[src/rtl/mux4_rr_arbiter_if.sv]
// Bus between four requesters and the round-robin mux arbiter.
// MUX4_ARB_LOCK_EN adds the lock (hold-extend) signal.
interface mux4_rr_arbiter_if #(
    parameter int unsigned DW = 1
);
    logic [3:0]    req;
    logic [DW-1:0] d1;
    logic [DW-1:0] d2;
    logic [DW-1:0] d3;
    logic [DW-1:0] d4;
`ifdef MUX4_ARB_LOCK_EN
    logic          lock;
`endif
    logic [3:0]    gnt;
    logic          I0;
    logic          I1;
    logic [DW-1:0] q;
    logic          q_valid;

`ifdef MUX4_ARB_LOCK_EN
    modport master (output req, d1, d2, d3, d4, lock,
                    input  gnt, I0, I1, q, q_valid);
    modport slave  (input  req, d1, d2, d3, d4, lock,
                    output gnt, I0, I1, q, q_valid);
`else
    modport master (output req, d1, d2, d3, d4,
                    input  gnt, I0, I1, q, q_valid);
    modport slave  (input  req, d1, d2, d3, d4,
                    output gnt, I0, I1, q, q_valid);
`endif
endinterface

[src/rtl/mux4_rr_arbiter.sv]
// Round-robin arbiter for a 4-to-1 mux with bounded hold time and registered data output.
// Optional MUX4_ARB_LOCK_EN: lock suspends the hold timeout while the owner keeps requesting.
module mux4_rr_arbiter #(
    parameter int unsigned DW       = 1,
    parameter int unsigned MAX_HOLD = 4
) (
    input  logic                  clk,
    input  logic                  rst_n,
    mux4_rr_arbiter_if.slave      bus
);
    localparam int unsigned HW = (MAX_HOLD > 1) ? $clog2(MAX_HOLD) : 1;

    typedef enum logic {S_IDLE = 1'b0, S_GRANT = 1'b1} state_t;

    state_t        r_state;
    state_t        w_state_nxt;
    logic [1:0]    r_sel;
    logic [1:0]    r_ptr;
    logic [HW-1:0] r_hold;
    logic [3:0]    r_gnt;
    logic [DW-1:0] r_q;
    logic          r_qv;

    logic [1:0]    w_sel_nxt;
    logic [1:0]    w_ptr_nxt;
    logic [HW-1:0] w_hold_nxt;
    logic [3:0]    w_gnt_nxt;
    logic [3:0]    w_req;
    logic          w_any_req;
    logic          w_own_req;
    logic          w_lock_hold;
    logic          w_at_max;
    logic          w_release;
    logic [1:0]    w_pick;
    logic [DW-1:0] w_d [4];

    // First requesting lane after base, wrapping; base itself is checked last.
    function automatic logic [1:0] rr_pick(input logic [3:0] r, input logic [1:0] base);
        logic [1:0] idx;
        rr_pick = base;
        for (int i = 4; i >= 1; i--) begin
            idx = base + 2'(i);
            if (r[idx]) rr_pick = idx;
        end
    endfunction

    assign w_req     = bus.req;
    assign w_d[0]    = bus.d1;
    assign w_d[1]    = bus.d2;
    assign w_d[2]    = bus.d3;
    assign w_d[3]    = bus.d4;
    assign w_any_req = |w_req;
    assign w_own_req = w_req[r_sel];
    assign w_at_max  = (r_hold == HW'(MAX_HOLD - 1));
`ifdef MUX4_ARB_LOCK_EN
    assign w_lock_hold = bus.lock & w_own_req;
`else
    assign w_lock_hold = 1'b0;
`endif
    assign w_release = !w_own_req || (w_at_max && !w_lock_hold);
    assign w_pick    = rr_pick(w_req, (r_state == S_IDLE) ? r_ptr : r_sel);

    always_ff @(posedge clk or negedge rst_n) begin
        if (!rst_n) r_state <= S_IDLE;
        else        r_state <= w_state_nxt;
    end

    always_comb begin
        w_state_nxt = r_state;
        case (r_state)
            S_IDLE:  if (w_any_req) w_state_nxt = S_GRANT;
            S_GRANT: if (w_release && !w_any_req) w_state_nxt = S_IDLE;
            default: w_state_nxt = S_IDLE;
        endcase
    end

    // Next owner, pointer, hold count and grant; sel keeps its value when going idle.
    always_comb begin
        w_sel_nxt  = r_sel;
        w_ptr_nxt  = r_ptr;
        w_hold_nxt = r_hold;
        w_gnt_nxt  = r_gnt;
        case (r_state)
            S_IDLE: begin
                if (w_any_req) begin
                    w_sel_nxt  = w_pick;
                    w_hold_nxt = '0;
                    w_gnt_nxt  = 4'(1) << w_pick;
                end
            end
            S_GRANT: begin
                if (!w_release) begin
                    if (!w_lock_hold && !w_at_max) w_hold_nxt = r_hold + HW'(1);
                end else begin
                    w_ptr_nxt  = r_sel;
                    w_hold_nxt = '0;
                    if (w_any_req) begin
                        w_sel_nxt = w_pick;
                        w_gnt_nxt = 4'(1) << w_pick;
                    end else begin
                        w_gnt_nxt = '0;
                    end
                end
            end
            default: w_gnt_nxt = '0;
        endcase
    end

    // Data of an owner that drops its request on this edge is not captured.
    always_ff @(posedge clk or negedge rst_n) begin
        if (!rst_n) begin
            r_sel  <= 2'd0;
            r_ptr  <= 2'd3;
            r_hold <= '0;
            r_gnt  <= 4'd0;
            r_q    <= '0;
            r_qv   <= 1'b0;
        end else begin
            r_sel  <= w_sel_nxt;
            r_ptr  <= w_ptr_nxt;
            r_hold <= w_hold_nxt;
            r_gnt  <= w_gnt_nxt;
            r_qv   <= |r_gnt;
            if ((r_state == S_GRANT) && w_own_req) r_q <= w_d[r_sel];
        end
    end

    assign bus.gnt     = r_gnt;
    assign bus.I0      = r_sel[0];
    assign bus.I1      = r_sel[1];
    assign bus.q       = r_q;
    assign bus.q_valid = r_qv;
endmodule
[src/flat_wrapper.sv]
// flat-port wrapper written by rule: the top's interface ports become plain ports
module mux4_rr_arbiter_flat 
#(
    parameter int unsigned DW       = 1,
    parameter int unsigned MAX_HOLD = 4
)
  (clk, rst_n, bus_req, bus_d1, bus_d2, bus_d3, bus_d4, bus_gnt, bus_I0, bus_I1, bus_q, bus_q_valid);
  mux4_rr_arbiter_if #(.DW(DW)) bus_i ();
  input  logic clk;
  input  logic rst_n;
  input wire logic [$bits(bus_i.req)-1:0] bus_req;
  input wire logic [$bits(bus_i.d1)-1:0] bus_d1;
  input wire logic [$bits(bus_i.d2)-1:0] bus_d2;
  input wire logic [$bits(bus_i.d3)-1:0] bus_d3;
  input wire logic [$bits(bus_i.d4)-1:0] bus_d4;
  output wire logic [$bits(bus_i.gnt)-1:0] bus_gnt;
  output wire logic [$bits(bus_i.I0)-1:0] bus_I0;
  output wire logic [$bits(bus_i.I1)-1:0] bus_I1;
  output wire logic [$bits(bus_i.q)-1:0] bus_q;
  output wire logic [$bits(bus_i.q_valid)-1:0] bus_q_valid;
  assign bus_i.req = bus_req;
  assign bus_i.d1 = bus_d1;
  assign bus_i.d2 = bus_d2;
  assign bus_i.d3 = bus_d3;
  assign bus_i.d4 = bus_d4;
  assign bus_gnt = bus_i.gnt;
  assign bus_I0 = bus_i.I0;
  assign bus_I1 = bus_i.I1;
  assign bus_q = bus_i.q;
  assign bus_q_valid = bus_i.q_valid;
  mux4_rr_arbiter #(.DW(DW), .MAX_HOLD(MAX_HOLD)) u_core (.clk(clk), .rst_n(rst_n), .bus(bus_i));
endmodule
[config.mk]
export PLATFORM = sky130hd
export DESIGN_NAME = mux4_rr_arbiter_flat
export DESIGN_NICKNAME = d
export VERILOG_FILES = /design/src/rtl/mux4_rr_arbiter_if.sv /design/src/rtl/mux4_rr_arbiter.sv /design/src/flat_wrapper.sv
export SDC_FILE = /design/constraint.sdc
export NUM_CORES = 1
export LEC_CHECK = 0
export BUFFER_PORTS_ARGS = -buffer_cell sky130_fd_sc_hd__clkbuf_2
export CORE_MARGIN = 4
export CORE_UTILIZATION = 25
export CTS_BUF_LIST = sky130_fd_sc_hd__clkbuf_2 sky130_fd_sc_hd__clkbuf_4 sky130_fd_sc_hd__clkbuf_8
export CTS_CLUSTER_DIAMETER = 200
export DETAILED_ROUTE_END_ITERATION = 8
export HOLD_SLACK_MARGIN = 0.03
export MAX_ROUTING_LAYER = met4
export PLACE_DENSITY = 0.41
export SETUP_SLACK_MARGIN = 0.3
export SLEW_MARGIN = 40
export SYNTH_ARGS = -nofsm -noshare
export SYNTH_HDL_FRONTEND = slang
export SYNTH_SLANG_ARGS = --single-unit
[constraint.sdc]
create_clock -name clk -period 2.85 [get_ports clk]
set_clock_uncertainty 0.2 [all_clocks]
set_input_delay 0.1425 -clock clk [delete_from_list [all_inputs] [get_ports clk]]
set_output_delay 0.1425 -clock clk [all_outputs]
set_load 0.02 [all_outputs]
==> flow_summary.json <==
{
  "vias": 562,
  "wl_um": 1570,
  "cts_buffers": 3,
  "sw_frac_of_total": 0.4139,
  "holdBufCountCts": 1,
  "timing.rr.start": "u_core.r_sel[1]",
  "power_mw": 0.9351,
  "critPathLaunchType": "register",
  "yosys_warnings": 0,
  "switchingPower_mw": 0.3870,
  "fin_crit_sh": 0.7297,
  "setup_viol": 0,
  "combPwrFrac": 0.495,
  "drcViolationCount": 0,
  "clk_pin_slew_ns": 0.08,
  "critPathArrivalTime_ns": 2.05,
  "cts_setup_buffers": 0,
  "htree_levels": 1,
  "ctsResizeCount": 0,
  "grt-ovfl-total": 0,
  "place_congestion": 0.7284,
  "cts-root-buf": "clkbuf_4",
  "viasPerCell": 4.973,
  "tns_ns": 0,
  "slew_viol_final": 0,
  "p_int_mw": 0.5481,
  "clock_latency_ns": 0.28,
  "drv_cap": 0,
  "grt.total_usage": 0.1020,
  "dieArea_um2": 3754,
  "antenna_found_initial": 0,
  "insertedDiodeCount": 0,
  "syn_avg_cell_area_um2": 11.82,
  "wire_per_inst_um": 13.89,
  "dp.cells": 108,
  "seq_power_share": 0.368,
  "clockPowerShare": 0.136,
  "synth_cells": 60,
  "rsz0062_at_grt": "false",
  "antenna_left": 0,
  "cts_buffer_depth": 2,
  "ys_types": 26,
  "period_needed_ns": 2.080,
  "hp-class": "in2async",
  "dp_hpwl_um": 1230,
  "fin_util": 0.3181,
  "die_h_um": 61.27,
  "cts_tree": "built",
  "port_buffers": 17,
  "worstMarginPinSlew_ns": 0.5192,
  "powerDensity_nw_per_um2": 1075,
  "critPathKind": "reg2reg",
  "floorplan.initialDensity": 0.2595,
  "worstPathRequired_ns": 2.82,
  "drt_iter0_drc": 14,
  "cellLeakagePower_nw": 0.4070,
  "final_hold_viol_count": 0,
  "critical_path.max_fanout": 6,
  "yosysSeqAreaShare": 0.4621,
  "syn_area_um2": 709.4,
  "fmax_mhz": 480.8,
  "rows": 19,
  "r2r_slack_ns": 0.77,
  "grt_max_degree": 14,
  "ys_ff_latch": 13,
  "vdd_drop_max_mv": 0.3389,
  "cts.sinks": 13,
  "status": "completed",
  "finalNetCount": 94,
  "die_x_um": 61.27,
  "grt_pass1_vias": 553,
  "slew_headroom": 0.6509,
  "fin_cells": 113,
  "syn2layout_area_growth_pct": 22.58,
  "rr_endpoint": "u_core.r_sel[0]",
  "coreArea_um2": 2734,
  "drive_above_1_share": 0.4390,
  "startpoint": "u_core.r_sel[1]",
  "grt_pass1_wl_um": 2656,
  "r2r_cells": 5,
  "io_pins": 18,
  "synth_nets": 71,
  "end_kind": "register",
  "first_pass_iters": 4
}
-- layout make-up --
class	count	area, um2
clock buffer	4	30.03
timing repair buffer	19	102.6
sequential	13	327.8
fill	283	1864
multi-input combinational	44	362.8
inverter	2	7.507
tap	31	38.79
-- routing by layer --
metal,GRT usage,share of wire
met5,-,0
met4,0.05882,0.030
met2,0.1541,0.51
met3,0.03564,0.034
met1,0.1163,0.43
-- critical path, cell delays in order, from the launching register on --
cell and delay [ns]:
dfrtp_1 0.50, mux4_2 0.60, nand2b_4 0.13, nor2_2 0.04, nor2_2 0.15, mux2_2 0.35
-- cell usage in the layout (no fill, tap or decap), types with 2 or more instances in the layout --
master | Yosys | final
clkbuf_2 | 0 | 17
mux2_2 | 5 | 5
nand2_1 | 8 | 8
nor2_1 | 3 | 3
mux2i_1 | 3 | 3
o31ai_1 | 4 | 4
a21oi_1 | 3 | 3
dfrtp_1 | 11 | 11
inv_1 | 2 | 2
dfstp_2 | 2 | 2
nor2_2 | 2 | 2
a32o_1 | 2 | 2
clkbuf_4 | 0 | 4
-- cells by family after synthesis --
logic type      Yosys count  synth area share
compound gates           15            0.1499
fa+ha+maj                 1           0.01763
buf+inv                   3           0.02646
flops                    13            0.4621
mux                      11            0.2222
simple gates             17            0.1217
-- metrics by stage --
step	hold WS [ns]	setup slack [ns]	area (um2)
after floorplan	-0.3531	0.7916	709.4
after global placement	-0.1381	0.7621	829.5
after detailed placement	-0.1325	0.7609	829.5
after CTS	0.1001	0.7618	869.6
after global routing	0.09516	0.6893	869.6
final	0.08984	0.7703	869.6
-- cell usage after synthesis --
cell	count	area, um2
o22ai_1	1	6.260
mux4_1	1	26.28
dfrtp_1	11	275.3
buf_6	1	11.26
a22oi_1	1	7.510
o21ai_2	1	8.760
nand2_1	8	30.03
o21ai_0	1	5.000
mux2_2	5	56.30
inv_1	2	7.510
mux2i_4	1	22.52
o21ai_1	1	5.000
mux2i_1	3	30.03
or4_1	1	7.510
nor4_1	1	6.260
nand3_1	1	5.000
nor2_2	2	12.51
mux4_2	1	22.52
a21o_2	1	8.760
dfstp_2	2	52.55
a21oi_1	3	15.01
nor2_1	3	11.26
o31ai_1	4	30.03
a32o_1	2	20.02
nand2b_4	1	13.76
ha_1	1	12.51
-- power by group through the flow --
stage,clock (mW),combinational [mW],sequential (mW)
final,0.128,0.463,0.345
after global routing,0.144,0.512,0.358
after CTS,0.133,0.468,0.347
after detailed placement,0,0.465,0.351
after global placement,0,0.464,0.352
after floorplan,0,0.288,0.392
-- flip-flops by register name, summed over array words and instances (netlist names) --
signal / flops
u_core.r_state: 1
u_core.r_sel: 2
u_core.bus.q: 1
u_core.r_ptr: 2
u_core.bus.q_valid: 1
u_core.bus.gnt: 4
u_core.r_hold: 2
-- how the worst max path moves through the flow --
stage | end | slack (ns) | cells past startpoint
4_1_cts | u_core.r_sel[0] | 0.76 | 5
6_report | u_core.r_sel[0] | 0.77 | 5
3_5_place_dp | u_core.r_sel[0] | 0.76 | 5
2_1_floorplan | u_core.r_sel[0] | 0.79 | 5
3_3_place_gp | u_core.r_sel[0] | 0.76 | 5
5_1_grt | u_core.r_sel[0] | 0.69 | 5
Note: power is estimated with default switching activity, not from simulation.
